$ cat src/rtl/mem_port_arbiter.sv
// ---------------------------------------------------------------------------
// mem_port_arbiter
//
// Shares one single-port, handshaked memory between the instruction-fetch
// (IF) port and the data (MEM-stage) port. Accesses are serialised through
// IDLE -> BUSY_IF/BUSY_DM -> RESP, read data is returned per port with a
// one-cycle ready pulse, and per-port stall outputs let the hazard logic
// freeze the pipe while an access is outstanding. A watchdog aborts an
// access that the memory never acknowledges and raises a sticky bus_err.
//
// Optional feature macro:
//   ARB_RR_EN  - defined: simultaneous requests are granted round-robin
//                against last_grant. Undefined: DM always wins.
//
// Parameters:
//   ADDR_W   address width (both ports and memory side)
//   DATA_W   data width
//   TIMEOUT  max BUSY cycles without mem_ack before abort (2..255)
//
// Ports:
//   clock, reset         clock, asynchronous active-low reset
//   if_req/if_addr       fetch request (held until if_ready) and address
//   if_rdata/if_ready    fetched word and completion pulse
//   dm_req/dm_we/dm_addr/dm_wdata  data request, write flag, address, data
//   dm_rdata/dm_ready    load data and completion pulse
//   stall_if/stall_dm    combinational req & ~ready
//   mem_req/mem_we/mem_addr/mem_wdata  registered memory request fields
//   mem_rdata/mem_ack    memory read data and completion
//   bus_err              sticky watchdog timeout flag
// ---------------------------------------------------------------------------
module mem_port_arbiter #(
    parameter int ADDR_W  = 32,
    parameter int DATA_W  = 32,
    parameter int TIMEOUT = 64
) (
    input  logic              clock,
    input  logic              reset,
    input  logic              if_req,
    input  logic [ADDR_W-1:0] if_addr,
    output logic [DATA_W-1:0] if_rdata,
    output logic              if_ready,
    input  logic              dm_req,
    input  logic              dm_we,
    input  logic [ADDR_W-1:0] dm_addr,
    input  logic [DATA_W-1:0] dm_wdata,
    output logic [DATA_W-1:0] dm_rdata,
    output logic              dm_ready,
    output logic              stall_if,
    output logic              stall_dm,
    output logic              mem_req,
    output logic              mem_we,
    output logic [ADDR_W-1:0] mem_addr,
    output logic [DATA_W-1:0] mem_wdata,
    input  logic [DATA_W-1:0] mem_rdata,
    input  logic              mem_ack,
    output logic              bus_err
);

    typedef enum logic [1:0] {
        IDLE    = 2'd0,
        BUSY_IF = 2'd1,
        BUSY_DM = 2'd2,
        RESP    = 2'd3
    } state_t;

    typedef enum logic {
        GRANT_IF = 1'b0,
        GRANT_DM = 1'b1
    } grant_t;

`ifdef ARB_RR_EN
    localparam bit ROUND_ROBIN = 1'b1;
`else
    localparam bit ROUND_ROBIN = 1'b0;
`endif

    localparam logic [7:0] WD_LIMIT = 8'(TIMEOUT - 1);

    state_t     state;
    grant_t     last_grant;
    logic [7:0] watchdog;
    logic       grant_dm;

    // Stalls only see the raw requests and the registered ready pulses.
    assign stall_if = if_req & ~if_ready;
    assign stall_dm = dm_req & ~dm_ready;

    // Pick the winner for an IDLE grant. On contention, round-robin favours
    // the port not served last; fixed priority favours DM (older instruction).
    always_comb begin
        grant_dm = dm_req;
        if (if_req && dm_req) begin
            grant_dm = ROUND_ROBIN ? (last_grant == GRANT_IF) : 1'b1;
        end
    end

    // Single sequential FSM. Ready pulses default low every cycle and are
    // raised only on the edge that enters RESP, giving exactly one cycle.
    always_ff @(posedge clock or negedge reset) begin
        if (!reset) begin
            state      <= IDLE;
            last_grant <= GRANT_IF;
            watchdog   <= 8'd0;
            mem_req    <= 1'b0;
            mem_we     <= 1'b0;
            mem_addr   <= '0;
            mem_wdata  <= '0;
            if_rdata   <= '0;
            dm_rdata   <= '0;
            if_ready   <= 1'b0;
            dm_ready   <= 1'b0;
            bus_err    <= 1'b0;
        end else begin
            if_ready <= 1'b0;
            dm_ready <= 1'b0;
            case (state)
                IDLE: begin
                    if (if_req || dm_req) begin
                        mem_req  <= 1'b1;
                        watchdog <= 8'd0;
                        if (grant_dm) begin
                            mem_addr   <= dm_addr;
                            mem_we     <= dm_we;
                            mem_wdata  <= dm_wdata;
                            last_grant <= GRANT_DM;
                            state      <= BUSY_DM;
                        end else begin
                            // Fetches are reads; store data is left as is.
                            mem_addr   <= if_addr;
                            mem_we     <= 1'b0;
                            last_grant <= GRANT_IF;
                            state      <= BUSY_IF;
                        end
                    end
                end
                BUSY_IF, BUSY_DM: begin
                    if (mem_ack) begin
                        mem_req <= 1'b0;
                        state   <= RESP;
                        if (state == BUSY_IF) begin
                            if_rdata <= mem_rdata;
                            if_ready <= 1'b1;
                        end else begin
                            if (!mem_we) begin
                                dm_rdata <= mem_rdata;
                            end
                            dm_ready <= 1'b1;
                        end
                    end else if (watchdog == WD_LIMIT) begin
                        // Abort: the port still completes, with all-ones data.
                        mem_req <= 1'b0;
                        bus_err <= 1'b1;
                        state   <= RESP;
                        if (state == BUSY_IF) begin
                            if_rdata <= '1;
                            if_ready <= 1'b1;
                        end else begin
                            dm_rdata <= '1;
                            dm_ready <= 1'b1;
                        end
                    end else begin
                        watchdog <= watchdog + 8'd1;
                    end
                end
                RESP: begin
                    // Requests are ignored here so a held request is not reissued.
                    state <= IDLE;
                end
                default: begin
                    state <= IDLE;
                end
            endcase
        end
    end

endmodule
$ cat config.mk
export PLATFORM = sky130hd
export DESIGN_NAME = mem_port_arbiter
export DESIGN_NICKNAME = d
export VERILOG_FILES = /design/src/rtl/mem_port_arbiter.sv
export SDC_FILE = /design/constraint.sdc
export NUM_CORES = 1
export LEC_CHECK = 0
export ABC_AREA = 0
export BUFFER_PORTS_ARGS = -buffer_cell sky130_fd_sc_hd__buf_2
export CAP_MARGIN = 30
export CORE_UTILIZATION = 45
export DETAILED_ROUTE_END_ITERATION = 8
export GPL_TIMING_DRIVEN = 0
export PLACE_DENSITY = 0.87
export SETUP_SLACK_MARGIN = 0.3
export SLEW_MARGIN = 20
export SYNTH_ARGS = -nofsm -noshare
export SYNTH_HDL_FRONTEND = slang
export SYNTH_SLANG_ARGS = --single-unit
$ cat constraint.sdc
create_clock -name clock -period 5.8 [get_ports clock]
set_input_delay 0.58 -clock clock [delete_from_list [all_inputs] [get_ports clock]]
set_output_delay 0.58 -clock clock [all_outputs]
set_load 0.02 [all_outputs]
Word-level counts from Yosys, hierarchy flattened --
Index checks and enable logic that the tools add are counted. W data, S select, Z words.
Operators by class: add/subtract/negate cells 1, equal/unequal tests 9, multiplexer cells 33, bitwise operators 6, reduce and logical (&&, ||, !) cells 14
Operator list (count):
- $mux W32 | 10
- $mux W8 | 3
- $pmux W8 S2 | 1
- $mux W1 | 13
- $reduce_and A3 Y1 | 4
- $add A8 B1 Y8 const B | 1
- $eq A8 B6 Y1 const B | 1
- $mux W2 | 4
- $ne A2 B2 Y1 const B | 4
- $reduce_and A4 Y1 | 2
- $pmux W2 S3 | 1
- $eq A2 B2 Y1 const B | 2
- $not A1 Y1 | 4
- $reduce_and A2 Y1 | 2
- $reduce_bool A2 Y1 | 2
- $ne A3 B3 Y1 const B | 1
- $and A1 B1 Y1 | 2
- $eq A2 B1 Y1 const B | 1
- $logic_not A2 Y1 | 1
- $pmux W1 S2 | 1
- $reduce_or A2 Y1 | 1
- $logic_and A1 B1 Y1 | 1
- $logic_or A1 B1 Y1 | 1
Storage, ports and cells: bits in registers 143, bits of input ports 134, output and inout bits 135, word-level logic and storage cells 74

Logic depth before layout (Yosys ltp) --
depth in word-level cells 5, depth in mapped cells 7, mapped depth without buffers 6

Worst setup path before layout --
No wires, ideal clock.
path kind input -> output, from input dm_req, to output stall_dm, arrival time 1.567 ns, required time 5.220 ns, slack 3.653 ns, stages 3, buffers on the path 2, cell sequence buf_2 -> buf_1 -> nor2b_1
On the way: longest elaborated chain between the ends 1
RTL lines:
- from (decl) | line 42 | input logic dm_req,
- $and A1 B1 Y1 | line 86 | assign stall_dm = dm_req & ~dm_ready;
- to (decl) | line 49 | output logic stall_dm,
No other way between the ends.

Worst setup path in the final report --
Ends and elaborated chain as after synthesis.

==> impl_results.md <==
- Cts-stage hold buffer count: 0
- Setup-failing EPs final: 0
- Period utilization: 0.427
- Residual DRC: 0
- HPWL reported at the end of detailed placement: ~13 mm
- Max frequency: around 400 MHz
- Diodes inserted: 0
- HP Class: input port to asynchronous set/reset pin
- LEAKAGE: ~0.0041 uW
- PD cells: ~650 nW/um^2
- Initial antenna violation count: 1
- Max_cap viols: 0
- TritonCTS Buffers: 17
- Setup_tns: 0 ns
- Vias in the first global route: 5502
- Final core occ: 0.632
- Critical path required time: 5.22 ns
- Synth unique cells: just over 40
- Pre-Repair DR Iteration Count: 5
- Htree depth: 4
- Worst Skew: 0.00938 ns
- Pin count of the biggest net entering global routing: between 90 and 100
- Fin nets: 948
- Data arrival, critical path: around 1.9 ns
- Sequential share of the synthesized area: 0.569
- Post-Syn Instances: 523
- GP Congestion: approximately 0.84
- Final count of hold timing violations: 0
- Total Wirelength: 17.9 mm
- Worst Max-Slew Pin Slew: around 0.63 ns
- Die footprint: between 10000 and 15000 um^2
- Peak VDD IR: 548 uV
- Routed WL per cell: 18.0 um
- Tmin final: approximately 2.5 ns
- Clk sinks: 143
- Final Max Slew Viols: 0
- Final ANT Viol Nets: 0
- R2R Path End: dm_rdata[26]
- Die H: 120 um
- Port bufs: between 200 and 300
- DIE WIDTH: 120 um
- Post-synth net total: approximately 660
- Crit Path Class: input port to primary output
- Final cell count without fillers: between 900 and 1000
- Post-cts sizing count: 0
- CP Capture Type: primary output
- Filler instances: 1068
- Vias: about 5500
- Worst-path clk slew: approximately 0.06 ns
- Row Count: between 40 and 50
- First-pass GRT wire length: between 20 and 30 mm
- Status: completed
- I/O pins: between 200 and 300
- Gr ovfl total: 0
- Clk_lat worst skew: roughly 0.42 ns
- CORE AREA: roughly 13000 um^2
- Post-CTS Setup Inserts: 0
- Starting density of the core: 0.467
- Rel. slew slack: 0.578
- CTS Buffer Depth: 2
- CTS tree: built
- Post-placement cell count: 967
- RR Startpoint: state[1]
- Mapped cell area: about 6300 um^2
- Reg2Reg Depth: 7
- CTS Root Cell: clkbuf_16
- DR iter-0 viols: around 350
- Share of layout cells above drive strength 1: 0.426
- Total track usage: 0.254
- #FFs+latches synth: 143
- YS warnings: 0
- Worst reg-to-reg setup slack: about 3.6 ns
- RSZ-0062 raised after global routing: false
- Vias per cell: 5.48
- Critical Path Start Type: input port
- Critical Path Fanout Max: 10
- Synth Area per Inst: around 12 um^2
- Area growth syn-to-layout: 35.2%
-- cell usage in the layout, fill, tap and decap left out, drive strengths merged, types with 9 or more instances in the layout --
cell type | Yosys | routed
o21ai | 41 | 41
o21a | 32 | 32
nand2 | 43 | 43
o22ai | 32 | 32
buf | 16 | 284
mux2i | 35 | 35
nand4b | 35 | 35
mux2 | 32 | 32
a2bb2oi | 32 | 32
nand3 | 9 | 9
dfrtp | 143 | 143
clkbuf | 30 | 48
-- Yosys cell counts (all sizes together) --
cell / n / share of area
or3: 3 / 0.0030
a32o: 1 / 0.0016
mux2i: 35 / 0.056
or4: 2 / 0.0024
nand4bb: 1 / 0.0018
nor3: 1 / 0.00080
nand3: 9 / 0.0072
o21a: 32 / 0.038
mux2: 32 / 0.057
inv: 3 / 0.0018
o211ai: 4 / 0.0048
or3b: 1 / 0.0014
nand2b: 1 / 0.0010
a211o: 1 / 0.0014
nor3b: 3 / 0.0062
a2bb2oi: 32 / 0.045
nand4: 1 / 0.0010
buf: 16 / 0.016
nand4b: 35 / 0.049
nor2b: 4 / 0.0040
nor2: 1 / 0.00060
clkbuf: 30 / 0.018
and4: 1 / 0.0018
a21o: 1 / 0.0012
o21ai: 41 / 0.033
a22o: 1 / 0.0014
a21oi: 1 / 0.00080
dfrtp: 143 / 0.57
o22ai: 32 / 0.032
o221ai: 1 / 0.0014
o311ai: 2 / 0.0028
or4b: 1 / 0.0016
ha: 4 / 0.0080
nand2: 43 / 0.026
and2: 1 / 0.0014
nand3b: 3 / 0.0036
-- layout make-up --
| type | count | area (um^2) | share of cell area |
|---|---|---|---|
| plain buffers | 46 | 211 | 0.0249 |
| clock buffers | 18 | 429 | 0.0505 |
| clock inverters | 13 | 188 | 0.0221 |
| inverters | 3 | 11.3 | 0.00132 |
| multi-input cells | 331 | 2490 | 0.293 |
| flip-flops and latches | 143 | 3580 | 0.421 |
| well taps | 176 | 220 | 0.0259 |
| repair buffers | 268 | 1370 | 0.162 |
-- metal layers --
layer  vias up  track usage  wire length, um
met5         -            0                9
li1       2528            -                -
met2       243        0.439             9090
met4         2       0.0949              360
met3        28       0.0863             1510
met1      2667        0.292             6970
-- metrics by stage --
stage | hold WS [ns] | cell area (um^2) | power [uW] | setup WS [ns]
final | 0.0419 | 8500 | 5500 | 3.33
after global placement | 0.443 | 7850 | 4260 | 2.09
after CTS | 0.0415 | 8500 | 5530 | 3.28
after floorplan | 0.284 | 6290 | 3450 | 3.65
after global routing | 0.0592 | 8500 | 5830 | 3.17
after detailed placement | 0.451 | 7880 | 4360 | 3.28
-- cells by family after synthesis --
kind of cell | count (synthesis) | share of synthesized area
AO/OA/AOI/OAI | 149 | 0.163
flip-flops | 143 | 0.569
AND/OR/NAND/NOR | 111 | 0.112
multiplexers | 67 | 0.113
buffers and inverters | 49 | 0.0354
adder cells (fa/ha/maj) | 4 | 0.00796
-- how the worst max path moves through the flow --
stage	start	to	cells after the start
floorplan	dm_req	stall_dm	3
global placement	reset	mem_wdata[22]	1
detailed placement	dm_req	stall_dm	5
CTS	dm_req	stall_dm	5
global route	dm_req	stall_dm	5
finish	dm_req	stall_dm	5
-- critical path, stage by stage --
cell     delay [ns]
buf_2          0.10
buf_2          0.30
buf_1          0.52
nor2b_1        0.20
buf_2          0.19
-- state kept, by name (all words and copies together) (netlist names) --
signal and flops:
if_ready 1, bus_err 1, mem_we 1, dm_ready 1, state 2, watchdog 8, dm_rdata 32, mem_req 1
if_rdata 32, mem_wdata 32, mem_addr 32
-- power breakdown --
group	internal (uW)	switching (uW)	leakage, uW
registers	1490	288	0.00169
clock network	719	425	0.000293
logic	986	1590	0.00208
Power figures use the tool's default switching activity.
